## config.mk

```make
export PLATFORM = sky130hd
export DESIGN_NAME = nw_ab_index_gen
export DESIGN_NICKNAME = d
export VERILOG_FILES = /design/src/rtl/nw_pkg.sv /design/src/rtl/nw_idx_counter.sv /design/src/rtl/nw_ab_index_gen.sv
export SDC_FILE = /design/constraint.sdc
export NUM_CORES = 1
export LEC_CHECK = 0
export CAP_MARGIN = 20
export CORE_UTILIZATION = 30
export DETAILED_ROUTE_END_ITERATION = 16
export RECOVER_POWER = 25
export SYNTH_ARGS = -nofsm -noshare
export SYNTH_HDL_FRONTEND = slang
export SYNTH_SLANG_ARGS = --single-unit
```

## constraint.sdc

```tcl
create_clock -name clk -period 3.9 [get_ports clk]
set_clock_uncertainty 0.15 [all_clocks]
set_input_delay 0.585 -clock clk [delete_from_list [all_inputs] [get_ports clk]]
set_output_delay 0.585 -clock clk [all_outputs]
set_load 0.005 [all_outputs]
```

## src/rtl/nw_pkg.sv

```systemverilog
// Shared definitions for the NW A/B sequence-RAM index generator.
//   nw_idx_state_t : index generator controller states
//   TB_*           : traceback move encoding (bit 1 = i-1, bit 0 = j-1)
//   IDX_SAFE       : reserved harmless RAM address driven when idle
package nw_pkg;

  typedef enum logic [2:0] {
    ST_IDLE,
    ST_FILL,
    ST_FILL_DONE,
    ST_TRACE,
    ST_END
  } nw_idx_state_t;

  localparam logic [1:0] TB_NONE = 2'b00;
  localparam logic [1:0] TB_LEFT = 2'b01;
  localparam logic [1:0] TB_UP   = 2'b10;
  localparam logic [1:0] TB_DIAG = 2'b11;

  localparam int unsigned IDX_SAFE = 0;

endpackage

```

## src/rtl/nw_idx_counter.sv

```systemverilog
// One sequence-RAM address counter (used for both i and j).
//   clk, rst_n       : clock, asynchronous active-low reset (clears to IDX_SAFE)
//   load, load_val   : load a value (highest priority)
//   inc              : increment, wrapping N -> 1
//   dec              : decrement, saturating at 0
//   cnt              : current count
//   cnt_next         : value the counter takes at the next edge
//   at_max, at_zero  : count == N, count == 0
module nw_idx_counter
  import nw_pkg::*;
#(
  parameter int unsigned N = 128,
  parameter int unsigned W = 8
) (
  input  logic         clk,
  input  logic         rst_n,
  input  logic         load,
  input  logic [W-1:0] load_val,
  input  logic         inc,
  input  logic         dec,
  output logic [W-1:0] cnt,
  output logic [W-1:0] cnt_next,
  output logic         at_max,
  output logic         at_zero
);

  logic [W-1:0] cnt_q, cnt_d;

  assign at_max  = (cnt_q == W'(N));
  assign at_zero = (cnt_q == '0);

  always_comb begin
    cnt_d = cnt_q;
    if (load) begin
      cnt_d = load_val;
    end else if (inc) begin
      cnt_d = at_max ? W'(1) : cnt_q + W'(1);
    end else if (dec) begin
      cnt_d = at_zero ? cnt_q : cnt_q - W'(1);
    end
  end

  always_ff @(posedge clk or negedge rst_n) begin
    if (!rst_n) begin
      cnt_q <= W'(IDX_SAFE);
    end else begin
      cnt_q <= cnt_d;
    end
  end

  assign cnt      = cnt_q;
  assign cnt_next = cnt_d;

endmodule

```

## src/rtl/nw_ab_index_gen.sv

```systemverilog
// NW A/B sequence-RAM index generator. Owns counter i (sequence A) and
// counter j (sequence B); walks the row-major fill scan, then traceback
// driven by per-step move codes. All outputs are registered.
//   clk, rst       : clock, asynchronous active-low reset
//   start          : begin fill scan (from IDLE or END)
//   en_read        : fill-phase consume/advance
//   change_index   : hold request; blanks outputs, freezes counters/state
//   en_traceB      : enter/advance traceback
//   tb_step        : traceback move (TB_NONE/LEFT/UP/DIAG)
//   index_a/b      : A/B RAM addresses (0 when no valid access)
//   valid          : address(es) point at real characters
//   fill_done      : one-cycle pulse after (N,N) is consumed
//   tb_done        : level, traceback reached (0,0)
//   err            : sticky protocol error, only with NW_IDX_CHECK_EN defined
module nw_ab_index_gen
  import nw_pkg::*;
#(
  parameter int unsigned N       = 128,
  parameter int unsigned BitAddr = $clog2(N + 1)
) (
  input  logic             clk,
  input  logic             rst,
  input  logic             start,
  input  logic             en_read,
  input  logic             change_index,
  input  logic             en_traceB,
  input  logic [1:0]       tb_step,
  output logic [BitAddr:0] index_a,
  output logic [BitAddr:0] index_b,
  output logic             valid,
  output logic             fill_done,
  output logic             tb_done,
  output logic             err
);

  localparam int unsigned IW = BitAddr + 1;

  nw_idx_state_t state_q, state_d;

  logic          i_load, j_load, i_inc, j_inc, i_dec, j_dec;
  logic [IW-1:0] i_val, j_val, i_cnt, j_cnt, i_next, j_next;
  logic          i_max, j_max, i_zero, j_zero;
  logic          step_i, step_j;

  logic [IW-1:0] index_a_q, index_a_d, index_b_q, index_b_d;
  logic          valid_q, valid_d, fill_done_q, fill_done_d, tb_done_q, tb_done_d;

  assign step_i = (tb_step == TB_UP)   || (tb_step == TB_DIAG);
  assign step_j = (tb_step == TB_LEFT) || (tb_step == TB_DIAG);

  nw_idx_counter #(.N(N), .W(IW)) u_cnt_i (
    .clk      (clk),
    .rst_n    (rst),
    .load     (i_load),
    .load_val (i_val),
    .inc      (i_inc),
    .dec      (i_dec),
    .cnt      (i_cnt),
    .cnt_next (i_next),
    .at_max   (i_max),
    .at_zero  (i_zero)
  );

  nw_idx_counter #(.N(N), .W(IW)) u_cnt_j (
    .clk      (clk),
    .rst_n    (rst),
    .load     (j_load),
    .load_val (j_val),
    .inc      (j_inc),
    .dec      (j_dec),
    .cnt      (j_cnt),
    .cnt_next (j_next),
    .at_max   (j_max),
    .at_zero  (j_zero)
  );

  // Controller: change_index freezes everything by leaving all defaults.
  always_comb begin
    state_d     = state_q;
    i_load      = 1'b0;
    j_load      = 1'b0;
    i_val       = '0;
    j_val       = '0;
    i_inc       = 1'b0;
    j_inc       = 1'b0;
    i_dec       = 1'b0;
    j_dec       = 1'b0;
    fill_done_d = 1'b0;
    if (!change_index) begin
      unique case (state_q)
        ST_IDLE, ST_END: begin
          if (start) begin
            state_d = ST_FILL;
            i_load  = 1'b1;
            j_load  = 1'b1;
            i_val   = IW'(1);
            j_val   = IW'(1);
          end
        end
        ST_FILL: begin
          if (en_read) begin
            if (i_max && j_max) begin
              state_d     = ST_FILL_DONE;
              i_load      = 1'b1;
              j_load      = 1'b1;
              fill_done_d = 1'b1;
            end else begin
              j_inc = 1'b1;
              i_inc = j_max;
            end
          end
        end
        ST_FILL_DONE: begin
          if (en_traceB) begin
            state_d = ST_TRACE;
            i_load  = 1'b1;
            j_load  = 1'b1;
            i_val   = IW'(N);
            j_val   = IW'(N);
          end
        end
        ST_TRACE: begin
          if (en_traceB) begin
            i_dec = step_i;
            j_dec = step_j;
            // End test derived from current counts, not cnt_next, to keep
            // this block free of a feedback path through the counters.
            if ((i_zero || (step_i && i_cnt == IW'(1))) &&
                (j_zero || (step_j && j_cnt == IW'(1)))) begin
              state_d = ST_END;
            end
          end
        end
        default: state_d = ST_IDLE;
      endcase
    end
  end

  // Outputs are computed from the post-edge state/counter values so that
  // they register in the same edge as the update they reflect.
  always_comb begin
    index_a_d = IW'(IDX_SAFE);
    index_b_d = IW'(IDX_SAFE);
    valid_d   = 1'b0;
    tb_done_d = (state_d == ST_END);
    if (!change_index) begin
      if (state_d == ST_FILL) begin
        index_a_d = i_next;
        index_b_d = j_next;
        valid_d   = 1'b1;
      end else if (state_d == ST_TRACE) begin
        index_a_d = i_next;
        index_b_d = j_next;
        valid_d   = (i_next != '0) || (j_next != '0);
      end
    end
  end

  always_ff @(posedge clk or negedge rst) begin
    if (!rst) begin
      state_q     <= ST_IDLE;
      index_a_q   <= IW'(IDX_SAFE);
      index_b_q   <= IW'(IDX_SAFE);
      valid_q     <= 1'b0;
      fill_done_q <= 1'b0;
      tb_done_q   <= 1'b0;
    end else begin
      state_q     <= state_d;
      index_a_q   <= index_a_d;
      index_b_q   <= index_b_d;
      valid_q     <= valid_d;
      fill_done_q <= fill_done_d;
      tb_done_q   <= tb_done_d;
    end
  end

  assign index_a   = index_a_q;
  assign index_b   = index_b_q;
  assign valid     = valid_q;
  assign fill_done = fill_done_q;
  assign tb_done   = tb_done_q;

`ifdef NW_IDX_CHECK_EN
  logic err_q, err_d;

  always_comb begin
    err_d = err_q;
    if (start && !(state_q == ST_IDLE || state_q == ST_END)) begin
      err_d = 1'b1;
    end
    if (state_q == ST_TRACE) begin
      if (en_read) begin
        err_d = 1'b1;
      end
      if (en_traceB && !change_index &&
          ((step_i && i_zero) || (step_j && j_zero))) begin
        err_d = 1'b1;
      end
    end
  end

  always_ff @(posedge clk or negedge rst) begin
    if (!rst) begin
      err_q <= 1'b0;
    end else begin
      err_q <= err_d;
    end
  end

  assign err = err_q;
`else
  assign err = 1'b0;
`endif

endmodule

```

==> impl_metrics.py, run 1 <==
metrics = {
    "placed_design": {
        "pre_cts_slack_ps": 169,
        "io_buffers": 28,
        "gp_congestion": 0.853,
        "dp_hpwl_mm": 5.14,
    },
    "setup_path": {
        "cp-start-kind": "flip-flop",
        "crit_path_end": "valid",
        "cp_max_fo": 10,
        "path_depth": 8,
        "end_kind": "flip-flop",
        "timing.critical_path.from": "u_cnt_j.cnt[2]",
        "critical_path_required_ps": 3910,
        "r2r_setup_slack_ps": 400,
        "path_buf_inv": 0,
        "ff2ff_path_depth": 8,
        "r2r_end": "valid",
        "critPathMaxStageDelay_ps": 580,
        "worstReg2RegStart": "u_cnt_j.cnt[2]",
        "crit_type": "flip-flop to flip-flop",
        "critPathTopFamily": "simple AND/OR/NAND/NOR gates",
        "path_cells": "or4_1 -> or4_4 -> or4_4 -> nand4_2 -> nand2_2 -> or4_1 -> nor4_1 -> a31oi_1",
        "cp_slowest_cell": "or4_1",
        "arrival_ps": 3510,
    },
    "global_routing": {
        "grt_start_max_net_pins": 43,
        "antenna_found_initial": 0,
        "track_usage": 0.176,
        "grt_pass1_vias": 2322,
        "gr-total-overflow": 0,
        "grt_pass1_wl_mm": 11.7,
    },
    "route": {
        "vias": 2249,
        "wl_per_cell_um": 16.9,
        "viasPerCell": 5.42,
        "ant_nets": 0,
        "drt-pass1-iter-count": 4,
        "route.detailed.drc": 0,
        "wirelength_mm": 7.02,
        "drt_iter0_drc": 138,
    },
    "timing": {
        "whs_ps": 341,
        "fin_crit_sh": 0.896,
        "finalSetupViolCount": 0,
        "slew_viol_final": 0,
        "hold_violations": 0,
        "max_freq_mhz": 286,
        "fin_tns_setup_ps": 0,
        "rsz0062_at_grt": "no",
        "period_minus_slack_ps": 3500,
        "slew_headroom": 0.221,
        "layout_setup_ws_ps": 405,
        "worst_slew_pin_slew_ps": 1170,
    },
    "floorplan": {
        "fp.coreArea_um2": 7850,
        "dieWidth_um": 93.0,
        "rows": 32,
        "initial_core_util": 0.316,
        "die_h_um": 93.0,
        "die_area_um2": 8640,
        "ios": 30,
    },
    "logic_synthesis": {
        "synth_enable_flop_cells": 0,
        "ys_async_sr_fraction": 1.00,
        "yosysSeqAreaShare": 0.423,
        "synth_cell_type_count": 53,
        "syn_inst": 279,
        "syn-num-nets": 295,
        "synth_area_um2": 2480,
        "syn_area_per_cell_um2": 8.90,
        "synthFlopType": "dfrtp_1",
        "yosys_warnings": 0,
        "ys_seq_elements": 42,
    },
    "clocking": {
        "clock_latency_ps": 300,
        "path_clk_slew_ps": 90,
        "htreeDepth": 2,
        "cts_buffer_depth": 2,
        "post_cts_buffers": 0,
        "root_buffer": "clkbuf_8",
        "cts_tree": "done",
        "cts_buffers": 5,
        "cts_sinks": 42,
        "post_cts_resize_count": 0,
        "hold_buffers": 0,
    },
    "finish": {
        "syn_to_final_growth_pct": 21.7,
        "n_antenna_cell": 0,
        "layout_common_cells": "dfrtp_1, clkdlybuf4s50_1, nor2_1, nand2_1, inv_1",
        "layout.nets": 328,
        "layout-drive-gt1-share": 0.109,
        "final_common_cell": "dfrtp_1",
        "finalCoreUtilization": 0.385,
    },
    "power": {
        "power-per-cell-area_nw_per_um2": 358,
        "leakagePower_nw": 1.34,
        "power_mw": 1.08,
        "ir_drop_v": 0.000115,
    },
    "worst_hold_path": {
        "hp-class": "primary input to async pin",
    },
    "outcome": {
        "status": "finished clean",
    },
    "run": {
        "max-cap-violations": 0,
    },
}
## flip-flops by register name (all words and copies together), names as in the netlist
name and flops:
index_a 9, index_b 9, state_q 3, valid 1, u_cnt_i.cnt 9, fill_done 1, tb_done 1, u_cnt_j.cnt 9
## kinds of logic (layout without fill, tap and decap cells)
logic type,after synthesis,in the layout,synth area share
muxes,3,3,0.0126
other,1,1,0.00151
and+or+nand+nor,136,136,0.305
AOI/OAI and AO/OA,48,48,0.134
adders and majority gates,8,8,0.0403
buffers and inverters,34,68,0.0580
xor gates and xnor gates,7,7,0.0247
DFF,42,42,0.423
## synthesized netlist by cell type, types with 4 or more instances
| cell | number | area, um2 |
|---|---|---|
| clkbuf_1 | 10 | 37.5 |
| a21oi_1 | 10 | 50.1 |
| buf_2 | 4 | 20.0 |
| nand4_1 | 6 | 37.5 |
| nand2_1 | 23 | 86.3 |
| nor2_1 | 23 | 86.3 |
| inv_1 | 18 | 67.6 |
| nand3_1 | 12 | 60.1 |
| nand2b_1 | 4 | 25.0 |
| o21ai_0 | 9 | 45.0 |
| a21o_1 | 5 | 37.5 |
| xnor2_1 | 4 | 35.0 |
| nor3_1 | 16 | 80.1 |
| nor2b_1 | 7 | 43.8 |
| nor4_1 | 13 | 81.3 |
| ha_1 | 8 | 100 |
| a31oi_1 | 5 | 31.3 |
| or4_1 | 6 | 45.0 |
| dfrtp_1 | 42 | 1050 |
## worst min path at each step
stage	depth (start not counted)	to	from
6_report	1	state_q[0]	rst
3_3_place_gp	2	u_cnt_i.cnt[8]	u_cnt_i.cnt[8]
4_1_cts	1	state_q[0]	rst
3_5_place_dp	2	u_cnt_i.cnt[8]	u_cnt_i.cnt[8]
5_1_grt	1	state_q[0]	rst
2_1_floorplan	0	fill_done	rst
## metrics by stage
stage | instance area [um2] | cells
global placement | 2910 | 406
global route | 3020 | 415
detailed placement | 2910 | 406
CTS | 3020 | 414
finish | 3020 | 415
floorplan | 2480 | 279
## worst register-to-register path: stages, from the launching register on
cell     delay (ps)
dfrtp_1         480
or4_1           580
or4_4           540
or4_4           510
nand4_2         120
nand2_2          60
or4_1           540
nor4_1          270
a31oi_1         110
## where the power goes
group	total (mW)	internal (mW)	switching [mW]	leakage, nW
clock network	0.357	0.192	0.165	0.0585
registers	0.486	0.455	0.0310	0.574
logic	0.238	0.0985	0.140	0.712
## final cells by class
cell class / instances / area [um2]
clock buffers: 5 / 68.8
clock inverters: 3 / 43.8
fillers: 823 / 4830
inverters: 18 / 67.6
multi-input cells: 203 / 1290
flip-flops and latches: 42 / 1050
well taps: 102 / 128
repair buffers: 42 / 375
## layer usage
layer  part of all wire  wire [um]  vias to the layer above  GRT usage
li1                   -          -                     1069          -
met1               0.47       3270                     1101      0.234
met2               0.48       3360                       64      0.287
met3              0.034        238                       15     0.0312
met4              0.021        146                        0     0.0628
met5                  0          0                        -          0
Power figures use the tool's default switching activity.
==> run 2: changes to the inputs <==
Settings changed: ABC_CLOCK_PERIOD_IN_PS set to 3900, CTS_BUF_LIST set to sky130_fd_sc_hd__clkbuf_4 sky130_fd_sc_hd__clkbuf_8, GPL_TIMING_DRIVEN set to 0.
==> impl_metrics.py, run 2 (synthesis results as in run 1) <==
metrics = {
    "placed_design": {
        "placed_cells": 409,
        "io_buffers": 27,
        "gp_congestion": 0.912,
        "dp_hpwl_mm": 5.12,
    },
    "setup_path": {
        "crit_type": "flip-flop to flip-flop",
        "critPathMaxStageDelay_ps": 590,
        "cp-start-kind": "flip-flop",
        "path_cells": "or3b_2 -> clkbuf_1 -> or2_2 -> clkbuf_1 -> or4_4 -> nand4_2 -> nand2_2 -> or4_1 -> nor4_2 -> a31oi_1",
        "path_buf_inv": 2,
        "cp_slowest_cell": "or4_1",
        "cp_max_fo": 9,
        "arrival_ps": 3750,
        "critical_path_required_ps": 3910,
        "end_kind": "flip-flop",
        "critPathTopFamily": "simple AND/OR/NAND/NOR gates",
        "path_common_cell": "clkbuf_1",
    },
    "floorplan": {
        "dieWidth_um": 93.0,
        "die_area_um2": 8640,
        "fp.coreArea_um2": 7850,
        "rows": 32,
        "ios": 30,
        "initial_core_util": 0.316,
        "die_h_um": 93.0,
    },
    "route": {
        "wirelength_mm": 6.88,
        "drt_iter0_drc": 177,
        "ant_nets": 0,
        "wl_per_cell_um": 16.5,
        "route.detailed.drc": 0,
        "drt-pass1-iter-count": 4,
        "vias": 2267,
        "viasPerCell": 5.44,
    },
    "clocking": {
        "clock_latency_ps": 300,
        "cts_sinks": 42,
        "cts_tree": "done",
        "cts_buffer_depth": 2,
        "htreeDepth": 2,
        "hold_buffers": 0,
        "cts_buffers": 5,
        "path_clk_slew_ps": 90,
        "root_buffer": "clkbuf_8",
    },
    "timing": {
        "worst_slew_pin_slew_ps": 1240,
        "whs_ps": 296,
        "finalSetupViolCount": 0,
        "rsz0062_at_grt": "no",
        "period_minus_slack_ps": 3750,
        "max_freq_mhz": 267,
        "fin_crit_sh": 0.961,
        "slew_viol_final": 0,
        "hold_violations": 0,
        "fin_tns_setup_ps": 0,
        "slew_headroom": 0.173,
    },
    "power": {
        "power-per-cell-area_nw_per_um2": 339,
        "ir_drop_v": 0.000170,
        "leakagePower_nw": 1.31,
    },
    "finish": {
        "fin_cells": 417,
        "layout.nets": 330,
        "final_common_cell": "dfrtp_1",
        "layout-drive-gt1-share": 0.0984,
        "n_antenna_cell": 0,
        "layout_common_cells": "dfrtp_1, clkdlybuf4s50_1, nor2_1, nand2_1, inv_1",
        "syn_to_final_growth_pct": 20.9,
    },
    "outcome": {
        "status": "finished clean",
    },
    "run": {
        "max-cap-violations": 0,
    },
    "global_routing": {
        "grt_pass1_vias": 2196,
        "track_usage": 0.167,
        "grt_pass1_wl_mm": 11.1,
        "antenna_found_initial": 0,
        "grt_start_max_net_pins": 24,
        "gr-total-overflow": 0,
    },
    "worst_hold_path": {
        "hp-class": "primary input to async pin",
    },
}
-- run 2: stage by stage --
step	setup slack [ps]	cell area, um2	power, mW	util
global placement	-229	2880	0.723	0.367
finish	153	3000	1.02	0.382
CTS	119	3000	1.03	0.382
floorplan	315	2480	0.640	-
global route	1.95	3000	1.07	0.382
detailed placement	-212	2900	0.729	0.370
-- run 2: area by class of cell --
| class | count | area, um2 |
|---|---|---|
| multi-input cells | 203 | 1320 |
| flip-flops and latches | 42 | 1050 |
| repair buffers | 28 | 268 |
| inverters | 18 | 67.6 |
| well taps | 102 | 128 |
| fillers | 814 | 4850 |
| clock inverters | 3 | 21.3 |
| clock buffers | 5 | 68.8 |
| plain buffers | 16 | 76.3 |
-- run 2: worst paths after layout --
path	start	endpoint	slack, ps	cells after the start
max in group asynchronous	rst	u_cnt_j.cnt[0]	1620	2
worst max-delay path	state_q[2]	valid	150	10
worst min-delay path	rst	index_b[8]	300	1
worst min register to register	u_cnt_i.cnt[8]	u_cnt_i.cnt[8]	500	2
min in group clk	u_cnt_i.cnt[8]	u_cnt_i.cnt[8]	500	2
worst max register to register	state_q[2]	valid	150	10
-- run 2: per-layer routing --
layer / vias to the layer above / share of wire / wire [um] / global-route usage
met5: - / 0 / 0 / 0
met4: 0 / 0.026 / 182 / 0.0679
met3: 14 / 0.047 / 321 / 0.0304
met2: 70 / 0.46 / 3160 / 0.259
met1: 1098 / 0.47 / 3220 / 0.228
li1: 1085 / - / - / -
-- run 2: what timing repair did --
| action | in CTS | in global routing |
|---|---|---|
| setup endpoints to repair | 1 | 1 |
| cloned | 0 | 0 |
| gates resized for setup | 1 | 4 |
| pin swaps | 0 | 0 |
| buffers inserted | 0 | 0 |
-- run 2: where the power goes --
group	internal, mW	switching, mW	total [mW]	leakage, nW
Clock	0.126	0.166	0.292	0.0441
Sequential	0.455	0.0200	0.475	0.574
Combinational	0.0970	0.155	0.252	0.691
Total	0.678	0.340	1.02	1.31
==> run 3: changes to the inputs <==
Settings changed: GPL_TIMING_DRIVEN 0 to unset.
==> results of run 3 <==
Final layout, timing and power as in run 1 (identical DEF).
